[src/rtl/interrupt_ack_sequencer.sv]
// Interrupt acknowledge sequencer for an 8259A-style controller.
// Resolves the highest rotated-priority unmasked request, applies the fully
// nested rule against the ISR, raises INT, tracks the two-pulse INTA
// handshake, and issues ISR set/clear strobes and the interrupt vector.
//
// Optional feature macro: AUTO_EOI_EN. When defined, auto_eoi = 1 clears the
// serviced level at the second INTA rise. When undefined, auto_eoi is ignored.
//
// Ports:
//   clock                   sole clock, rising edge
//   reset_n                 asynchronous active-low reset
//   interrupt_request[7:0]  latched IR levels (IRR)
//   interrupt_mask[7:0]     IMR, 1 masks a level
//   in_service_register[7:0] current ISR contents
//   priority_rotate[2:0]    lowest-priority level
//   interrupt_acknowledge_n INTA, pre-synchronized, active low
//   vector_base[4:0]        vector bits T7..T3
//   eoi_request             one-cycle non-specific EOI command
//   auto_eoi                AEOI mode bit
//   interrupt               INT to CPU
//   latch_in_service        one-cycle strobe to the ISR block
//   in_service_set[7:0]     one-hot level to set in ISR
//   end_of_interrupt[7:0]   one-hot level to clear in ISR
//   vector_out[7:0]         {vector_base, level}
//   vector_valid            vector_out drive enable
module interrupt_ack_sequencer (
  input  logic       clock,
  input  logic       reset_n,
  input  logic [7:0] interrupt_request,
  input  logic [7:0] interrupt_mask,
  input  logic [7:0] in_service_register,
  input  logic [2:0] priority_rotate,
  input  logic       interrupt_acknowledge_n,
  input  logic [4:0] vector_base,
  input  logic       eoi_request,
  input  logic       auto_eoi,
  output logic       interrupt,
  output logic       latch_in_service,
  output logic [7:0] in_service_set,
  output logic [7:0] end_of_interrupt,
  output logic [7:0] vector_out,
  output logic       vector_valid
);

  localparam int unsigned LVL_W = 3;
  localparam int unsigned NUM_LVL = 8;

  localparam logic [1:0] ST_IDLE = 2'd0;
  localparam logic [1:0] ST_REQ  = 2'd1;
  localparam logic [1:0] ST_ACK1 = 2'd2;
  localparam logic [1:0] ST_ACK2 = 2'd3;

  // Highest rotated-priority set bit: {found, level}.
  function automatic logic [LVL_W:0] top_level(input logic [NUM_LVL-1:0] vec,
                                               input logic [LVL_W-1:0] rot);
    logic [LVL_W:0]   res;
    logic [LVL_W-1:0] lvl;
    res = '0;
    // Walk from lowest to highest priority so the highest one wins last.
    for (int i = NUM_LVL - 1; i >= 0; i--) begin
      lvl = rot + LVL_W'(i) + LVL_W'(1);
      if (vec[lvl]) res = {1'b1, lvl};
    end
    return res;
  endfunction

  // Priority rank of a level, 0 = highest.
  function automatic logic [LVL_W-1:0] rank(input logic [LVL_W-1:0] lvl,
                                            input logic [LVL_W-1:0] rot);
    return lvl - rot - LVL_W'(1);
  endfunction

  logic [1:0]       state, state_nxt;
  logic             inta_q;
  logic [LVL_W-1:0] lvl_q, lvl_nxt;
  logic             int_nxt, lis_nxt, vv_nxt;
  logic [7:0]       iss_nxt, eoi_nxt, vo_nxt;
  logic [LVL_W:0]   cand, isr_top;
  logic             eligible, inta_fall, inta_rise;

  assign cand      = top_level(interrupt_request & ~interrupt_mask, priority_rotate);
  assign isr_top   = top_level(in_service_register, priority_rotate);
  assign eligible  = cand[LVL_W] &&
                     (!isr_top[LVL_W] ||
                      (rank(cand[LVL_W-1:0], priority_rotate) <
                       rank(isr_top[LVL_W-1:0], priority_rotate)));
  assign inta_fall = inta_q & ~interrupt_acknowledge_n;
  assign inta_rise = ~inta_q & interrupt_acknowledge_n;

`ifdef AUTO_EOI_EN
  logic spur_q, spur_nxt;
`else
  logic unused_auto_eoi;
  assign unused_auto_eoi = auto_eoi;
`endif

  // Next-state and next-output decode.
  always_comb begin
    state_nxt = state;
    lvl_nxt   = lvl_q;
    int_nxt   = interrupt;
    lis_nxt   = 1'b0;
    iss_nxt   = 8'd0;
    eoi_nxt   = 8'd0;
    vo_nxt    = vector_out;
    vv_nxt    = vector_valid;
`ifdef AUTO_EOI_EN
    spur_nxt  = spur_q;
`endif

    if (eoi_request && isr_top[LVL_W]) eoi_nxt = 8'd1 << isr_top[LVL_W-1:0];

    case (state)
      ST_IDLE: begin
        if (eligible) begin
          state_nxt = ST_REQ;
          int_nxt   = 1'b1;
        end
      end
      ST_REQ: begin
        // INT holds even if the request vanished; resolved at the INTA fall.
        if (inta_fall) begin
          state_nxt = ST_ACK1;
          int_nxt   = 1'b0;
          if (eligible) begin
            lvl_nxt = cand[LVL_W-1:0];
            lis_nxt = 1'b1;
            iss_nxt = 8'd1 << cand[LVL_W-1:0];
`ifdef AUTO_EOI_EN
            spur_nxt = 1'b0;
`endif
          end else begin
            lvl_nxt = LVL_W'(NUM_LVL - 1);
`ifdef AUTO_EOI_EN
            spur_nxt = 1'b1;
`endif
          end
        end
      end
      ST_ACK1: begin
        if (inta_rise) state_nxt = ST_ACK2;
      end
      ST_ACK2: begin
        if (inta_fall) begin
          vv_nxt = 1'b1;
          vo_nxt = {vector_base, lvl_q};
        end else if (inta_rise) begin
          vv_nxt    = 1'b0;
          vo_nxt    = 8'd0;
          state_nxt = ST_IDLE;
`ifdef AUTO_EOI_EN
          if (auto_eoi && !spur_q) eoi_nxt = eoi_nxt | (8'd1 << lvl_q);
`endif
        end
      end
      default: state_nxt = ST_IDLE;
    endcase
  end

  // State and registered outputs.
  always_ff @(posedge clock or negedge reset_n) begin
    if (!reset_n) begin
      state            <= ST_IDLE;
      inta_q           <= 1'b1;
      lvl_q            <= '0;
      interrupt        <= 1'b0;
      latch_in_service <= 1'b0;
      in_service_set   <= 8'd0;
      end_of_interrupt <= 8'd0;
      vector_out       <= 8'd0;
      vector_valid     <= 1'b0;
`ifdef AUTO_EOI_EN
      spur_q           <= 1'b0;
`endif
    end else begin
      state            <= state_nxt;
      inta_q           <= interrupt_acknowledge_n;
      lvl_q            <= lvl_nxt;
      interrupt        <= int_nxt;
      latch_in_service <= lis_nxt;
      in_service_set   <= iss_nxt;
      end_of_interrupt <= eoi_nxt;
      vector_out       <= vo_nxt;
      vector_valid     <= vv_nxt;
`ifdef AUTO_EOI_EN
      spur_q           <= spur_nxt;
`endif
    end
  end

endmodule

[config.mk]
export PLATFORM = sky130hd
export DESIGN_NAME = interrupt_ack_sequencer
export DESIGN_NICKNAME = d
export VERILOG_FILES = /design/src/rtl/interrupt_ack_sequencer.sv
export SDC_FILE = /design/constraint.sdc
export NUM_CORES = 1
export LEC_CHECK = 0
export ABC_AREA = 1
export CORE_UTILIZATION = 28
export CTS_CLUSTER_DIAMETER = 30
export DETAILED_ROUTE_END_ITERATION = 8
export GPL_TIMING_DRIVEN = 0
export PLACE_DENSITY_LB_ADDON = 0.15
export SLEW_MARGIN = 20
export SYNTH_ARGS = -nofsm -noshare
export SYNTH_HDL_FRONTEND = slang
export SYNTH_SLANG_ARGS = --single-unit
[constraint.sdc]
create_clock -name clock -period 2 [get_ports clock]
set_input_delay 0.5 -clock clock [delete_from_list [all_inputs] [get_ports clock]]
set_output_delay 0.5 -clock clock [all_outputs]
set_load 0.01 [all_outputs]
# [Word-level counts from Yosys, hierarchy flattened]
# Cells that the tools add are included.
[word_totals] regBits=33 inputBits=37 out_inout_bits=27 wordCells=132
[classes] addsub=18 magnitude_cmp=9 eq_ne=8 shift=2 n_mux=69 n_bitwise=6 n_reduce_logical=11
[op_table] op="$mux 4" count=16
[op_table] op="$bmux 1 s3" count=16
[op_table] op="$mux 8" count=6
[op_table] op="$lt 3x4->1 const B" count=8
[op_table] op="$add 3x1->3 const B" count=8
[op_table] op="$mux 1" count=23
[op_table] op="$shl 1x3->8 const A" count=2
[op_table] op="$add 3x3->3 const B" count=4
[op_table] op="$mux 2" count=5
[op_table] op="$ne 2x2->1 const B" count=5
[op_table] op="$and 8x8->8" count=1
[op_table] op="$not 8->8" count=1
[op_table] op="$pmux 2 s4" count=1
[op_table] op="$add 3x2->3 const B" count=2
[op_table] op="$sub 3x1->3 const B" count=2
[op_table] op="$sub 3x3->3" count=2
[op_table] op="$reduce_and 5->1" count=1
[op_table] op="$eq 2x2->1 const B" count=2
[op_table] op="$reduce_and 2->1" count=2
[op_table] op="$reduce_bool 2->1" count=2
[op_table] op="$lt 3x3->1" count=1
[op_table] op="$mux 3" count=1
[op_table] op="$reduce_and 3->1" count=1
[op_table] op="$and 1x1->1" count=2
[op_table] op="7 further kinds" count=9

# [Depth between registers and ports, before layout]
[depth] ltp_word=20 mapped_depth=32 mapped_depth_nobuf=30

# [Worst setup path before layout]
# Ideal clock, no wire load.
[synth_timing] kind="input -> register" start="input priority_rotate[0]" end="register lvl_q[2]" setup_ns=0.113 t_arrival_ns=3.983 required_time_ns=1.887 path_slack_ns=-2.096 path_stages=26 n_path_buf=3 path_cell_list="buf_6 -> inv_2 -> buf_6 -> ha_1 -> inv_1 -> buf_2 -> nand3_1 -> nand3_2 -> nand2_1 -> a31oi_1 -> nand2_1 -> nand2_1 -> nand2_1 -> ha_1 -> fa_1 -> xnor2_1 -> xor2_1 -> ha_1 -> a21oi_1 -> nand2_1 -> nand2_2 -> nand2_4 -> nor2_8 -> nand3_4 -> nand2_1 -> inv_1"
[synth_via] elab_chain_len=18 word_cells_on_any_way=71
[synth_lines] element="start, declared" line="32" source="input logic [2:0] priority_rotate,"
[synth_lines] element="$add 3x3->3" line="61" source="lvl = rot + LVL_W'(i) + LVL_W'(1);"
[synth_lines] element="$add 3x1->3" line="61"
[synth_lines] element="$bmux 1 s3" line="62" source="if (vec[lvl]) res = {1'b1, lvl};"
[synth_lines] element="$mux 1 (implied by the code)" line="62"
[synth_lines] element="$mux 4 (8 in a row)" line="62"
[synth_lines] element="$sub 3x3->3" line="70" source="return lvl - rot - LVL_W'(1);"
[synth_lines] element="$sub 3x1->3" line="70"
[synth_lines] element="$lt 3x3->1" line="85" source="(rank(cand[LVL_W-1:0], priority_rotate) <"
[synth_lines] element="$logic_or 1x1->1" line="84" source="(!isr_top[LVL_W] ||"
[synth_lines] element="$logic_and 1x1->1" line="83" source="assign eligible = cand[LVL_W] &&"
[synth_lines] element="$mux 3 (*)" line="125" source="if (eligible) begin"
[synth_lines] element="end signal, assigned" line="178" source="lvl_q <= lvl_nxt;"
[synth_lines] element="end, declared" line="75" source="logic [LVL_W-1:0] lvl_q, lvl_nxt;"
# Every way passes the cells marked *; elsewhere a longest branch is shown, timed or not. The select of a mux whose other input is x is not followed.
# A chain may end at the register's enable or synchronous reset.

# [Worst setup path after layout]
# Same ends and word-level chain as after synthesis.

==> impl_metrics.csv <==
group,metric,value,unit
status,outcome,"complete, but fails checks",
status,violations,"setup timing",
synth,ys.flop_type,"dfrtp_1",
clock_network,cts.htree.levels,2,
timing,setup_ws,-1.85,ns
timing,finalSetupViolCount,23,
flow_run,max-cap-violations,0,
die,initial_utilization,29.0,%
route,wl_per_cell,12.6,µm
grt,overflow,0,
timing,slew_headroom,68.1,%
clock_network,path_clk_slew,0.06,ns
grt,grt_pass1_wl,13900,µm
synth,yosysTopAreaCellShare,28.0,%
critical_path,worst-path-max-fanout,5,
critical_path,worstPathRequired,2.18,ns
pwr,power_leakage,2.19,nW
final_layout,drive_gt1_share,27.3,%
critical_path,crit_slowest_cell,"fa_2",
timing,drv_slew,0,
die,die_area,0.0106,mm²
synth,synthArstFlopShare,100,%
die,die_w,103,µm
critical_path,path_common_cell,"nand2_2",
clock_network,numClockSinks,33,
pwr,power,3.64,mW
route,vias_per_cell,4.75,
route,routed_wl,8420,µm
timing,fmax,0.260,GHz
final_layout,fillCellCount,976,
route,drt_iter0_drc,151,
critical_path,critPathKind,"in -> reg",
synth,synth-seq-area-share,28.9,%
synth,syn_avg_cell_area,6.58,µm²
critical_path,arrival,4.02,ns
synth,syn-num-nets,486,
die,core_area,0.00986,mm²
synth,yosys-top-cells-count,"nand2_1, nand3_1, inv_1, dfrtp_1, nor2_1",
grt,antenna_found_initial,0,
placed_design,gp_congestion,0.860,
timing,fin_crit_sh,192,%
final_layout,seq_area,827,µm²
critical_path,r2r-start,"inta_q",
placed_design,pre_cts_ws,-2.86,ns
timing,hold_violations,0,
synth,ys_ff_latch,33,
die,rows,36,
synth,yosysUniqueCellTypes,38,
critical_path,r2r-end,"state[0]",
final_layout,post-route-util,44.4,%
route,drt_first_pass_iters,4,
pwr,vdd_ir_drop_max,0.349,mV
placed_design,dp.final_hpwl,6160,µm
synth,synth_area_leaders,"dfrtp_1, nand2_1, nand3_1, inv_1, ha_1",
grt,grt_max_degree,30,
hold_path,worst_hold_path_type,"in -> async",
die,fp.dieH,103,µm
placed_design,place_area,0.00381,mm²
final_layout,multi_input_comb_area,0.00205,mm²
route,drc,0,
final_layout,syn_to_final_growth,52.9,%
critical_path,cpPeakStageDelay,0.35,ns
timing,worst_slew_pin_slew,0.478,ns
timing,finClkSkew,0.00673,ns
synth,yosysMostFrequentCell,"nand2_1",
final_layout,diodes,0,
synth,syn-instance-count,435,
synth,synth_area,0.00286,mm²
clock_network,numCtsBuffers,5,
die,ioPinCount,64,
critical_path,crit_start,"priority_rotate[0]",
critical_path,reg2reg_slack,0.08,ns
synth,synth_edf_count,0,
clock_network,ctsRootBufferMaster,"clkbuf_8",
critical_path,start_kind,"primary input",
timing,rsz0062_at_grt,"true",
grt,grt_usage,16.8,%
critical_path,crit_path_end_kind,"flop",
final_layout,nets,585,
timing,post-route-min-period,3.85,ns
synth,yosys_warnings,0,
route,vias,3171,
synth,synth_top_cell_by_area,"dfrtp_1",
placed_design,numPortBuffers,61,
critical_path,r2r_cells,7,
pwr,p_per_area,830,mW/mm²
grt,grt_pass1_vias,3062,
clock_network,clk_latency,0.28,ns
clock_network,cts_buffer_depth,2,
route,antenna_left,0,
critical_path,cp-endpoint,"lvl_q[2]",
clock_network,cts_tree,"done",
clock_network,cts_hold_buf,0,
final_layout,postLayoutCellArea,0.00438,mm²
how the worst min path moves through the flow:
stage                 start             endpoint  slack [ns]  cells after the start
2_1_floorplan       reset_n  end_of_interrupt[0]        0.20                      0
6_report            reset_n    in_service_set[2]        0.03                      1
5_1_grt             reset_n    in_service_set[2]        0.02                      1
3_5_place_dp        reset_n    in_service_set[2]        0.32                      1
3_3_place_gp   vector_valid         vector_valid        0.49                      2
4_1_cts             reset_n    in_service_set[2]        0.02                      1
critical path, delay by kind of cell:
family	cells	cell delay, ns
AOI/OAI and AO/OA	2	0.39
xor gates and xnor gates	3	0.58
adders and majority gates	4	1.04
buffers and inverters	6	0.49
and+or+nand+nor	11	1.04
cells by family after synthesis:
kind of cell | Yosys count | share of synthesized area [%]
flip-flops | 33 | 28.9
AND/OR/NAND/NOR | 280 | 44.3
AO/OA/AOI/OAI | 39 | 7.69
adder cells (fa/ha/maj) | 14 | 6.64
buffers and inverters | 63 | 9.74
XOR/XNOR | 6 | 2.75
power by group:
part	switching [mW]	internal, mW	leakage, nW	total (mW)
clock	0.237	0.406	0.0585	0.643
sequential	0.0773	0.834	0.433	0.911
combinational	1.15	0.932	1.70	2.08
total	1.46	2.17	2.19	3.64
cell usage in the layout, fill, tap and decap left out, drive strengths merged, types with 11 or more instances in the layout:
cell / count
clkbuf: 11
buf: 41
nor2: 32
inv: 49
nand3: 88
a21oi: 14
o21ai: 16
ha: 12
clkdlybuf4s50: 58
dfrtp: 32
nand2: 155
cell type report:
class | count | area share [%]
inverters | 51 | 4.69
repair buffers | 92 | 20.3
well taps | 133 | 3.80
flip-flops and latches | 33 | 18.9
clock inverters | 1 | 0.686
clock buffers | 7 | 1.97
plain buffers | 12 | 2.83
multi-input cells | 339 | 46.8
registers in the layout, indices dropped and copies added (netlist names):
register          count
state                 2
in_service_set        8
inta_q                1
end_of_interrupt      8
vector_valid          1
lvl_q                 3
interrupt             1
vector_out            8
latch_in_service      1
per-stage QoR:
step | hold slack, ns | TNS, ns | cells
after floorplan | 0.204 | -27.81 | 435
after global placement | 0.487 | -60.16 | 629
after detailed placement | 0.325 | -53.01 | 630
after CTS | 0.0201 | -28.15 | 661
after global routing | 0.0249 | -32.73 | 668
final | 0.0302 | -28.92 | 668
routing by layer:
| metal | share of wire [%] | GRT usage, % | vias to the layer above | wire (µm) |
|---|---|---|---|---|
| met5 | 0 | 0 | - | 0 |
| met4 | 1.6 | 5.85 | 0 | 132 |
| met3 | 5.4 | 2.37 | 13 | 451 |
| met2 | 48 | 28.5 | 91 | 4060 |
| met1 | 45 | 21.7 | 1464 | 3780 |
| li1 | - | - | 1603 | - |
what timing repair did:
action | 4_1_cts | 5_1_grt
cloned | 0 | 1
resized for setup | 34 | 30
pin swaps | 26 | 23
setup endpoints to repair | 26 | 25
setup buffers | 23 | 6
Power figures use the tool's default switching activity.
